File: src/rtl/uart_pkg.sv
// Shared UART types and constants for the byte FIFO and its neighbours.
package uart_pkg;

   typedef logic [7:0] uart_byte_t;

   localparam int UART_FIFO_DEPTH_LOG2 = 4;
   localparam int UART_OVF_CNT_W       = 8;

endpackage

File: src/rtl/uart_byte_fifo_ram.sv
// Byte storage for uart_byte_fifo: one synchronous write port and one
// asynchronous read port. Contents are never reset.
module uart_byte_fifo_ram
   import uart_pkg::*;
#(
   parameter int ADDR_W = UART_FIFO_DEPTH_LOG2
) (
   input  logic              clk,
   input  logic              we,
   input  logic [ADDR_W-1:0] waddr,
   input  uart_byte_t        wdata,
   input  logic [ADDR_W-1:0] raddr,
   output uart_byte_t        rdata
);

   uart_byte_t mem [2**ADDR_W];

   always_ff @(posedge clk) begin
      if (we) mem[waddr] <= wdata;
   end

   assign rdata = mem[raddr];

endmodule

File: src/rtl/uart_byte_fifo.sv
// Show-ahead byte FIFO between uart_rx and uart_tx with registered almost_full.
// Defining UART_BYTE_FIFO_STATS_EN adds the saturating overflow_cnt output.
module uart_byte_fifo
   import uart_pkg::*;
#(
   parameter int DEPTH_LOG2 = UART_FIFO_DEPTH_LOG2,
   parameter int AF_LEVEL   = 12
) (
   input  logic       clk,
   input  logic       reset_,
   input  logic       wr_req,
   output logic       wr_ready,
   input  uart_byte_t wr_data,
   output logic       rd_req,
   input  logic       rd_ready,
   output uart_byte_t rd_data,
   output logic       almost_full
`ifdef UART_BYTE_FIFO_STATS_EN
   ,
   output logic [UART_OVF_CNT_W-1:0] overflow_cnt
`endif
);

   localparam logic [DEPTH_LOG2:0] PTR_ONE = {{DEPTH_LOG2{1'b0}}, 1'b1};
   localparam logic [DEPTH_LOG2:0] AF_LVL  = AF_LEVEL[DEPTH_LOG2:0];

   logic [DEPTH_LOG2:0] wr_ptr, rd_ptr, count, count_nxt;
   logic                empty, full, wr_en, rd_en;

   // Extra MSB on the pointers separates full from empty when the indices match.
   assign empty = (wr_ptr == rd_ptr);
   assign full  = (wr_ptr[DEPTH_LOG2] != rd_ptr[DEPTH_LOG2]) &&
                  (wr_ptr[DEPTH_LOG2-1:0] == rd_ptr[DEPTH_LOG2-1:0]);

   assign wr_ready = !full;
   assign rd_req   = !empty;
   assign wr_en    = reset_ && wr_req && !full;
   assign rd_en    = rd_ready && !empty;

   always_comb begin
      count_nxt = count;
      case ({wr_en, rd_en})
         2'b10:   count_nxt = count + PTR_ONE;
         2'b01:   count_nxt = count - PTR_ONE;
         default: count_nxt = count;
      endcase
   end

   always_ff @(posedge clk) begin
      if (!reset_) begin
         wr_ptr      <= '0;
         rd_ptr      <= '0;
         count       <= '0;
         almost_full <= 1'b0;
      end else begin
         if (wr_en) wr_ptr <= wr_ptr + PTR_ONE;
         if (rd_en) rd_ptr <= rd_ptr + PTR_ONE;
         count       <= count_nxt;
         almost_full <= (count_nxt >= AF_LVL);
      end
   end

   uart_byte_fifo_ram #(
      .ADDR_W (DEPTH_LOG2)
   ) u_ram (
      .clk   (clk),
      .we    (wr_en),
      .waddr (wr_ptr[DEPTH_LOG2-1:0]),
      .wdata (wr_data),
      .raddr (rd_ptr[DEPTH_LOG2-1:0]),
      .rdata (rd_data)
   );

`ifdef UART_BYTE_FIFO_STATS_EN
   localparam logic [UART_OVF_CNT_W-1:0] OVF_ONE = {{(UART_OVF_CNT_W-1){1'b0}}, 1'b1};

   always_ff @(posedge clk) begin
      if (!reset_)
         overflow_cnt <= '0;
      else if (wr_req && full && (overflow_cnt != '1))
         overflow_cnt <= overflow_cnt + OVF_ONE;
   end
`endif

endmodule

File: config.mk
export PLATFORM = sky130hd
export DESIGN_NAME = uart_byte_fifo
export DESIGN_NICKNAME = d
export VERILOG_FILES = /design/src/rtl/uart_pkg.sv /design/src/rtl/uart_byte_fifo_ram.sv /design/src/rtl/uart_byte_fifo.sv
export SDC_FILE = /design/constraint.sdc
export NUM_CORES = 1
export LEC_CHECK = 0
export ABC_AREA = 1
export CAP_MARGIN = 20
export CORE_UTILIZATION = 45
export DETAILED_ROUTE_END_ITERATION = 16
export PLACE_DENSITY_LB_ADDON = 0.15
export SETUP_SLACK_MARGIN = 0.5
export SLEW_MARGIN = 10
export SYNTH_ARGS = -nofsm -noshare
export SYNTH_HDL_FRONTEND = slang
export SYNTH_HIERARCHICAL = 1
export SYNTH_SLANG_ARGS = --single-unit
File: constraint.sdc
create_clock -name clk -period 2.5 [get_ports clk]
set_clock_uncertainty 0.15 [all_clocks]
set_input_delay 0.25 -clock clk [delete_from_list [all_inputs] [get_ports clk]]
set_output_delay 0.25 -clock clk [all_outputs]
set_load 0.05 [all_outputs]
[Word-level counts from Yosys, hierarchy flattened]
Memories as Yosys holds them, arrays and structs flattened. A register that Yosys moved wholly into a read port is not among the register bits.
Cells that the tools add are included.
W data, S select, Z words.
Storage, ports and cells
  bits in registers: 16
  bits in writable memories: 128
  output and inout port bits: 11
  logic and storage cells: 26
  memories kept: 1
Memory list
  u_ram.mem: words 16, bits a word 8, rd ports 1, clocked after memory_dff 1, wr ports 1, line uart_byte_fifo_ram.sv:16  | uart_byte_t mem [2**ADDR_W];
Cells by class
  add/sub/neg operators: 4
  order comparisons: 1
  equal/unequal tests: 5
  multiplexer cells: 5
  reductions and logical operators: 6
Operator list (number)
  $add A5 B1 Y5 const B: 3
  $pmux W5 S2: 1
  $mux W4: 2
  $eq A5 B5 Y1: 1
  $ge A5 B4 Y1 const B: 1
  $sub A5 B1 Y5 const B: 1
  $eq A4 B4 Y1: 1
  $logic_and A1 B1 Y1: 4
  $eq A2 B1 Y1 const B: 1
  $eq A2 B2 Y1 const B: 1
  $logic_not A1 Y1: 2
  $mux W1: 2
  $ne A1 B1 Y1: 1

[Longest topological paths before layout]
  depth in word-level cells: 7
  mapped depth: 16
  depth with buffers taken out: 16

[Cells and area by module]
The synthesis kept the hierarchy.
Modules (own cells, without submodules)
  uart_byte_fifo_ram: times used 1, cells an instance 543, area an instance 5606.6 um^2, seq. area each 3843.7 um^2
  uart_byte_fifo: times used 1, cells an instance 130, area an instance 1003.5 um^2, seq. area each 320.3 um^2

[Worst setup path before layout]
No wires, ideal clock.
  kind: register to register
  start: register wr_ptr[2]
  end: register almost_full
  setup time: 58 ps
  arrival: 2401 ps
  required time: 2292 ps
  path slack: -109 ps
  cell stages (with the launch flop): 16
  period minus slack after synthesis: 2609 ps
  cell sequence: dfxtp_1 > inv_1 > nand2_1 > nand2_2 > nor2_8 > nand3_4 > nand2_4 > inv_2 > ha_1 > ha_1 > a21oi_1 > o21ai_0 > or2_2 > nand3_1 > nand2_1 > nand2_1
Between the ends
  elaborated cells on any way between the ends: 11
  those cells by class: order compare (1); eq/ne (4); mux (1); reduce/logical (5)
RTL lines
  from (decl): line uart_byte_fifo.sv:27  | logic [DEPTH_LOG2:0] wr_ptr, rd_ptr, count, count_nxt;
  from (signal assigned): line uart_byte_fifo.sv:56  | if (wr_en) wr_ptr <= wr_ptr + PTR_ONE;
  $eq A5 B5 Y1 (*): line uart_byte_fifo.sv:31  | assign empty = (wr_ptr == rd_ptr);
  $logic_not A1 Y1 (*)
  via rd_req: line uart_byte_fifo.sv:14  | output logic rd_req,
  $logic_and A1 B1 Y1 (*): line uart_byte_fifo.sv:38  | assign rd_en = rd_ready && !empty;
  via rd_en: line uart_byte_fifo.sv:28  | logic empty, full, wr_en, rd_en;
  $eq A2 B1 Y1 / $eq A2 B2 Y1 (equally long branches): line uart_byte_fifo.sv:42  | case ({wr_en, rd_en})
  $pmux W5 S2 (*): line uart_byte_fifo.sv:42
  $ge A5 B4 Y1 (*): line uart_byte_fifo.sv:59  | almost_full <= (count_nxt >= AF_LVL);
  to (signal assigned): line uart_byte_fifo.sv:59
  to (decl): line uart_byte_fifo.sv:17  | output logic almost_full
The timed path passes the listed nets; every way through them passes the cells marked *.
A chain may end at the register's enable or synchronous reset.

==> reports/results.txt <==
Outcome = complete, no violations
Hold Path Depth = 2
Initial antenna violation count = 0
Fin crit period = 2.30 ns
Wirelength per Cell = 17.7 um
Clock root buffer = clkbuf_16
Gr usage total = 0.219
# hold bufs at CTS = 0
Clock Latency Late Sink = 0.42 ns
Max cap viols = 0
Reg2Reg Launch Point = rd_ptr[0]$_SDFFE_PN0P_
Hold Startpoint = wr_ptr[4]$_SDFFE_PN0P_
CTS tree = yes
Synth cell types = 27
DRT antenna net count = 0
Synth top area share = 0.581
Syn avg cell area = 9.82 sq um
Crit path required time = 2.10 ns
Overflow after GRT = 0
Fmax = 0.436 GHz
Worst R2R End = almost_full$_SDFF_PN0_
DR vias = 4950
Drt pass-1 iters = 5
#FFs+latches synth = 144
Core area = 0.0141 sq mm
Seq/Total Area, Yosys = 0.630
Power Total = 7.32 mW
Worst-path clk slew = 0.06 ns
Final instance area = 0.00928 sq mm
Final-report hold violation count = 0
Commonest non-fill, non-tap cell in the layout = nand2_1
Hold Slack = 0.372 ns
Commonest cells after routing, fill and taps aside = 158 x nand2_1, 128 x edfxtp_1, 108 x inv_1
Slew margin rel. = 0.520
Filler Cell Count = 994
RSZ-0062 raised after global routing = true
Max Slew Vio Count = 0
Top sig layer = met4
Layout area overhead = 40.5%
Final period util = 0.918
Largest area contributor in the netlist = edfxtp_1
Area contributors post-synth = edfxtp_1 58%, nand2_1 11%, nand3_1 8.6%
Gpl congestion = 0.839
Vias in the first global route = 4639
Xor and xnor area share after synthesis = 0.0119
# nets final = 781
Chip height = 123 um
Yosys warning count = 6
Met2 routed WL = 8840 um
# port buffers = 22
First-pass GRT wire length = 24100 um
DRC violations left = 0
Leakage power = 3.85 nW
R2R depth = 15
Initial Utilization = 0.469
Post-Synthesis Cells = 673
Horiz. Die Dim = 123 um
Share of layout cells above drive strength 1 = 0.342
CTS max path bufs = 2
Place WS = 0.123 ns
Post-synthesis mux area share = 0
Placed Cells = 868
Min-delay worst type = register to register
Syn nets = 692
Final core utilization = 0.659
Least-Margin Pin Slew = 0.718 ns
Worst hold endpoint = wr_ptr[4]$_SDFFE_PN0P_
Compound-cell area share of the yosys netlist = 0.0148
CP Launch Type = register
Largest family of logic cells by synthesized area = simple AND/OR/NAND/NOR gates
Max VDD drop = 0.543 mV
Routed vias/inst = 5.18
Critical setup path kind = register to primary output
CP startpoint = rd_ptr[0]$_SDFFE_PN0P_
DR WL met3 = 790 um
Antenna Cells = 0
Flop2flop setup slack = 0.27 ns
Worst setup EP type = primary output
Routed WL = 16900 um
Row count = 43
Post-synthesis simple-gate area fraction = 0.235
IO Pins = 23
# H-tree levels = 4
1st-iter DRT viols = 362
Pin count of the biggest net entering global routing = 33
CTS Buf Count = 17
Clk sinks = 144
Layout Cells excl Fill = 955
Placed cell areas = 0.00721 sq mm
Critical path arrival = 1.90 ns
M1 wire length = 6890 um
Synthesized area = 0.00661 sq mm
TNS Setup = 0 ns
Max FO, Critical Path = 8
# setup viols final = 0
PwrDens = 788 mW/mm^2
Setup ws final = 0.204 ns
DPL Wire Length = 9030 um
Adder-cell share of the synthesized area = 0.0144
Full die area = 0.0152 sq mm
## area by class of cell
class	instances	area, sq um	share of cell area
Clock inverter	10	156	0.0168
Timing Repair Buffer	92	1260	0.136
Multi-Input combinational cell	384	2430	0.262
Clock buffer	22	484	0.0522
Timing Repair inverter	2	22.5	0.00243
Sequential cell	144	4200	0.452
Tap cell	180	225	0.0243
Inverter	121	507	0.0546
## what timing repair did
action                                  in CTS  in global routing
gates cloned                                 3                 10
endpoints found under the setup margin     141                143
buffers inserted                            31                 11
pin swaps                                   41                 56
hold endpoints to repair                     0                  0
resized for setup                           75                107
## layer usage
metal	global-route usage	vias up
met3	0.0517	31
met5	0	-
met4	0.0919	0
li1	-	2363
met1	0.264	2401
met2	0.374	155
## synth_stat cells, drive strengths merged
cell    instances
xnor2           4
inv           121
dfxtp          16
o211ai          1
fa              1
or2             2
a21o            1
nand3         115
o21ai           5
xor2            5
buf            24
nor2           26
a21oi          10
ha              6
nand3b          3
edfxtp        128
nand2         205
## state kept, by name, indices dropped and copies added (netlist names)
register     flops
wr_ptr           5
count            5
u_ram/mem      128
rd_ptr           5
almost_full      1
## logic make-up after synthesis
family	after synthesis
AND/OR/NAND/NOR	351
buffers and inverters	145
flip-flops	144
AO/OA/AOI/OAI	17
XOR/XNOR	9
adder cells (fa/ha/maj)	7
## critical path, cell delays in order (launching register included)
cell and delay [ns]:
dfxtp_4 0.39, buf_12 0.18, clkinv_16 0.11, buf_4 0.15
nand2_1 0.09, nand3_2 0.10, nand3_2 0.10, nand3_2 0.10
nand2_2 0.10, buf_8 0.15
## where the power goes
part | switching (mW) | internal [mW] | total [mW]
registers | 0.0452 | 2.67 | 2.72
logic | 1.07 | 0.816 | 1.89
clock network | 0.944 | 1.77 | 2.71
total | 2.06 | 5.26 | 7.32
## worst max-delay path by stage
stage,cells past startpoint,slack [ns],to
6_report,9,0.20,rd_data[0]
5_1_grt,15,0.13,almost_full$_SDFF_PN0_
4_1_cts,10,0.28,rd_data[5]
3_5_place_dp,15,0.12,almost_full$_SDFF_PN0_
3_3_place_gp,15,0.18,almost_full$_SDFF_PN0_
2_1_floorplan,15,0.16,almost_full$_SDFF_PN0_
No activity file was read; power rests on OpenSTA's default activity.
